--- src/rtl/interrupt_controller.sv ---
// Four-source interrupt controller: INT0 non-maskable, INT3..1 maskable, fixed priority, vectored.
// Optional macro INTC_NMI_PREEMPT_EN lets a pending INT0 preempt a maskable handler (nesting depth 2).
module interrupt_controller #(
    parameter int unsigned SYNC_STAGES   = 2,
    parameter logic [15:0] VECTOR_BASE   = 16'h0004,
    parameter logic [15:0] VECTOR_STRIDE = 16'h0004
) (
    input  logic        CLK,
    input  logic        RESETN,
    input  logic [3:0]  INT,
    input  logic        IACK,
    input  logic        EI,
    input  logic        DI,
    input  logic        RETI,
    output logic        IRQ,
    output logic [15:0] VECTOR,
    output logic        IE,
    output logic [3:0]  IN_SERVICE
);

    localparam int unsigned NSRC = 4;
    localparam int unsigned IDW  = 2;

    localparam logic [1:0] ST_IDLE    = 2'd0;
    localparam logic [1:0] ST_REQ     = 2'd1;
    localparam logic [1:0] ST_SERVICE = 2'd2;

    logic [SYNC_STAGES-1:0][NSRC-1:0] sync_q, sync_d;
    logic [NSRC-1:0]  prev_q, prev_d;
    logic [NSRC-1:0]  pend_q, pend_d, pend_clr;
    logic [NSRC-1:0]  insvc_q, insvc_d;
    logic [1:0]       state_q, state_d;
    logic [IDW-1:0]   id_q, id_d;
    logic             irq_q, irq_d;
    logic             ie_q, ie_d;
    logic [15:0]      vector_q, vector_d;

    logic [NSRC-1:0]  rise;
    logic [NSRC-1:0]  eligible;
    logic [IDW-1:0]   pick_id;
    logic [IDW-1:0]   svc_top;

    function automatic logic [15:0] vec_of(input logic [IDW-1:0] id);
        return VECTOR_BASE + VECTOR_STRIDE * 16'(id);
    endfunction

    // Synchronizer chain and rising-edge detect on the last stage
    always_comb begin
        sync_d = {sync_q[SYNC_STAGES-2:0], INT};
        prev_d = sync_q[SYNC_STAGES-1];
        rise   = sync_q[SYNC_STAGES-1] & ~prev_q;
    end

    // Maskable sources only when enabled and nothing is in service
    always_comb begin
        eligible = pend_q & {{(NSRC-1){ie_q & ~(|insvc_q)}}, 1'b1};
        pick_id  = '0;
        svc_top  = '0;
        for (int i = NSRC - 1; i >= 0; i--) begin
            if (eligible[i]) pick_id = IDW'(i);
            if (insvc_q[i])  svc_top = IDW'(i);
        end
    end

    always_comb begin
        state_d  = state_q;
        id_d     = id_q;
        irq_d    = irq_q;
        vector_d = vector_q;
        insvc_d  = insvc_q;
        pend_clr = '0;
        ie_d     = ie_q;
        if (EI) ie_d = 1'b1;
        if (DI) ie_d = 1'b0;

        case (state_q)
            ST_IDLE: begin
                if (|eligible) begin
                    state_d  = ST_REQ;
                    id_d     = pick_id;
                    vector_d = vec_of(pick_id);
                    irq_d    = 1'b1;
                end
            end
            ST_REQ: begin
                if (IACK) begin
                    irq_d    = 1'b0;
                    insvc_d  = insvc_q | (4'b0001 << id_q);
                    pend_clr = 4'b0001 << id_q;
                    state_d  = ST_SERVICE;
                    if (id_q != '0) ie_d = 1'b0;
                end else if (id_q != '0 && pend_q[0]) begin
                    id_d     = '0;
                    vector_d = vec_of('0);
                end else if (DI && id_q != '0) begin
                    irq_d   = 1'b0;
                    state_d = ST_IDLE;
                end
            end
            ST_SERVICE: begin
                if (RETI) begin
                    insvc_d = insvc_q & ~(4'b0001 << svc_top);
                    if (svc_top != '0) ie_d = 1'b1;
                    if ((insvc_q & ~(4'b0001 << svc_top)) == '0) state_d = ST_IDLE;
                end
`ifdef INTC_NMI_PREEMPT_EN
                else if (!insvc_q[0] && pend_q[0]) begin
                    state_d  = ST_REQ;
                    id_d     = '0;
                    vector_d = vec_of('0);
                    irq_d    = 1'b1;
                end
`endif
            end
            default: state_d = ST_IDLE;
        endcase

        // A fresh edge in the acknowledge cycle keeps the source pending
        pend_d = (pend_q & ~pend_clr) | rise;
    end

    always_ff @(posedge CLK or negedge RESETN) begin
        if (!RESETN) begin
            sync_q   <= '0;
            prev_q   <= '0;
            pend_q   <= '0;
            insvc_q  <= '0;
            state_q  <= ST_IDLE;
            id_q     <= '0;
            irq_q    <= 1'b0;
            ie_q     <= 1'b0;
            vector_q <= '0;
        end else begin
            sync_q   <= sync_d;
            prev_q   <= prev_d;
            pend_q   <= pend_d;
            insvc_q  <= insvc_d;
            state_q  <= state_d;
            id_q     <= id_d;
            irq_q    <= irq_d;
            ie_q     <= ie_d;
            vector_q <= vector_d;
        end
    end

    assign IRQ        = irq_q;
    assign VECTOR     = vector_q;
    assign IE         = ie_q;
    assign IN_SERVICE = insvc_q;

endmodule
--- config.mk ---
export PLATFORM = sky130hd
export DESIGN_NAME = interrupt_controller
export DESIGN_NICKNAME = d
export VERILOG_FILES = /design/src/rtl/interrupt_controller.sv
export SDC_FILE = /design/constraint.sdc
export NUM_CORES = 1
export LEC_CHECK = 0
export BUFFER_PORTS_ARGS = -buffer_cell sky130_fd_sc_hd__buf_2
export CAP_MARGIN = 20
export CORE_MARGIN = 1
export CORE_UTILIZATION = 50
export DETAILED_ROUTE_END_ITERATION = 8
export PLACE_DENSITY_LB_ADDON = 0.3
export SLEW_MARGIN = 10
export SYNTH_ARGS = -nofsm -noshare
export SYNTH_HDL_FRONTEND = slang
export SYNTH_SLANG_ARGS = --single-unit
--- constraint.sdc ---
create_clock -name CLK -period 3.6 [get_ports CLK]
set_input_delay 0.72 -clock CLK [delete_from_list [all_inputs] [get_ports CLK]]
set_output_delay 0.72 -clock CLK [all_outputs]
set_load 0.005 [all_outputs]
==> metrics.csv <==
stage,metric,value,unit
min_path,hold_path_depth,0,
power_and_ir_drop,leakage,0.718,nW
die,die_h,54.9,um
grt,busiest_layer,met2,
final_layout,areaGrowthSynthToFinish,10.9,%
timing,clock_skew,0.00654,ns
logic_synthesis,syn-instance-count,124,
grt,met1_usage,23.9,%
final_layout,n_fill_cell,216,
final_layout,nNetsFinal,159,
final_layout,multi_input_area,563,um2
final_layout,antenna_cells,0,
setup_path,reg2reg_depth,6,
grt,grt_usage,19.7,%
power_and_ir_drop,swShare,32.8,%
placement,port_buffers,18,
clock_tree,cts_resized,0,
setup_path,cp_max_fo,7,
grt,grt_use_met2,31.7,%
clock_tree,clk_latency,0.32,ns
power_and_ir_drop,intPower,0.651,mW
setup_path,critPathRequiredTime,3.81,ns
clock_tree,cts.sinks,29,
final_layout,seqCellArea,726,um2
placement,gp_congestion,0.825,
drt,first_pass_iters,4,
timing,max_freq,533,MHz
die,dieArea,3020,um2
setup_path,endpoint_kind,flip-flop,
clock_tree,clk_pin_slew,0.09,ns
logic_synthesis,synth_edf_count,0,
timing,hold_viol,0,
logic_synthesis,netlist_area,1400,um2
grt,grt_pass1_vias,856,
logic_synthesis,synth.distinct_cells,35,
setup_path,critPathKind,reg -> reg,
drt,via_per_inst,5.35,
clock_tree,holdBufCountCts,0,
die,row_count,18,
final_layout,drive_gt1_share,24.0,%
status,outcome,completed,
final_layout,stdcell_count,176,
min_path,min_delay_worst_endpoint,prev_d[3],
power_and_ir_drop,powerDensity,624,nW/um2
logic_synthesis,synthArstFlopShare,100,%
placement,placed_cells,168,
logic_synthesis,ys_seq_area_share,51.8,%
power_and_ir_drop,pwr-share-comb,29.8,%
drt,wl_per_cell,13.1,um
logic_synthesis,synthFlopType,dfrtp_1,
drt,wirelength,2300,um
power_and_ir_drop,clockPowerShare,28.5,%
grt,grt_pass1_wl,3910,um
power_and_ir_drop,switchingPower,0.318,mW
grt,grt_max_degree,30,
grt,antenna_found_initial,0,
setup_path,rrSetupSlack,1.72,ns
placement,dp_hpwl,1660,um
setup_path,cp-start-kind,flip-flop,
min_path,hold_class,reg -> reg,
logic_synthesis,ys_ff_latch,29,
logic_synthesis,avgSynthCellArea,11.3,um2
clock_tree,htreeDepth,2,
logic_synthesis,yosys_warnings,0,
grt,overflow,0,
clock_tree,cts_tree,yes,
clock_tree,cts-buffers-inserted,5,
drt,vias,942,
setup_path,reg2reg_from,IN_SERVICE[3],
final_layout,final_cell_mix,"dfrtp_1 (29), buf_2 (18), inv_1 (13), conb_1 (13), o21ai_0 (10)",
die,coreArea,2570,um2
placement,dpl_cell_area,1470,um2
die,die_w,54.9,um
clock_tree,cts_root_buf,clkbuf_4,
die,start_util,54.6,%
timing,finalSetupViolCount,0,
power_and_ir_drop,seqPwrFrac,41.7,%
clock_tree,clock_path_buffers,2,
setup_path,rr_endpoint,VECTOR[3],
timing,drv_slew,0,
drt,drcViolationCount,0,
clock_tree,post-cts-setup-buffers,0,
timing,relSlewSlack,59.4,%
die,num_io_pins,32,
setup_path,arrival,2.09,ns
timing,tightest_slew,0.609,ns
final_layout,final_common_cell,dfrtp_1,
min_path,worstHoldStart,sync_d[7],
drt,first_iter_violations,24,
job,cap_violations,0,
timing,timing.final.crit_share,52.1,%
timing,rsz0062_at_grt,false,
timing,fin_tns_setup,0,ns
drt,postRouteAntennaNets,0,
timing,fin_crit,1.88,ns
power_and_ir_drop,vdd_drop_max,0.000465,V
final_layout,finalInstanceArea,1550,um2
grt,met3_usage,8.20,%
==> cell type report <==
class / count / share of cell area [%]
Sequential cell: 29 / 46.7
Multi-Input combinational cell: 78 / 36.2
Timing Repair Buffer: 18 / 5.80
Clock buffer: 6 / 3.30
Inverter: 13 / 3.14
Clock inverter: 2 / 2.42
Tap cell: 30 / 2.42
==> logic make-up after synthesis <==
group                      after synthesis  synth area share, %
DFF                                     29                 51.8
AOI/OAI and AO/OA                       36                 19.6
other                                    1                0.268
buffers and inverters                   29                 11.2
muxes                                    5                 4.29
and+or+nand+nor                         20                 9.20
adders and majority gates                4                 3.57
==> power groups by stage <==
stage	clock (mW)	sequential (mW)	combinational (mW)
floorplan	0	0.394	0.244
global placement	0	0.407	0.289
detailed placement	0	0.410	0.291
CTS	0.287	0.403	0.293
global route	0.302	0.411	0.331
finish	0.276	0.404	0.289
==> flip-flops by register name, summed over array words and instances (netlist names), 2 cells and up <==
register,flops
prev_d,4
prev_q,4
IN_SERVICE,4
sync_d,4
id_q,2
state_q,2
VECTOR,3
pend_q,4
==> metrics by stage <==
stage          power, mW  worst slack (ns)  util, %  hold WS, ns
2_1_floorplan      0.638              1.85        -        0.331
3_3_place_gp       0.695              1.78     57.1        0.331
3_5_place_dp       0.701              1.75     57.1        0.337
4_1_cts            0.982              1.73     60.5        0.359
5_1_grt             1.04              1.58     60.5        0.362
6_report           0.970              1.72     60.5        0.356
==> critical path: stages, from the launching register on <==
cell,delay (ns)
dfrtp_1,0.46
nor3b_2,0.36
nand2_1,0.11
nor3_1,0.19
ha_1,0.25
nor2b_1,0.13
mux2_4,0.26
==> how the worst max path moves through the flow <==
stage	slack, ns	start	end
after floorplan	1.85	IN_SERVICE[0]	VECTOR[3]
after global placement	1.78	IN_SERVICE[3]	VECTOR[3]
after detailed placement	1.75	IN_SERVICE[3]	VECTOR[3]
after CTS	1.73	IN_SERVICE[3]	VECTOR[3]
after global routing	1.58	IN_SERVICE[3]	VECTOR[3]
final	1.72	IN_SERVICE[3]	VECTOR[3]
==> cells in the mapped netlist, types with 2 or more instances <==
cell type	number	area, um2
mux2i_1	3	30.0
a31oi_1	7	43.8
dfrtp_1	29	726
o21ai_0	10	50.1
inv_1	13	48.8
nor2_1	3	11.3
o31ai_1	4	30.0
mux2_4	2	30.0
nor2b_1	2	12.5
ha_1	4	50.1
nand2_1	2	7.51
buf_4	13	97.6
nor3_1	4	20.0
clkbuf_1	3	11.3
a21oi_1	2	10.0
a211oi_1	2	15.0
o211a_1	2	20.0
nand2b_1	2	12.5
==> per-layer routing <==
metal / vias to the layer above / share of wire (%)
met2: 38 / 47
met3: 0 / 6.4
li1: 455 / -
met4: 0 / 0
met1: 449 / 47
met5: - / 0
No activity file was read; power rests on OpenSTA's default activity.
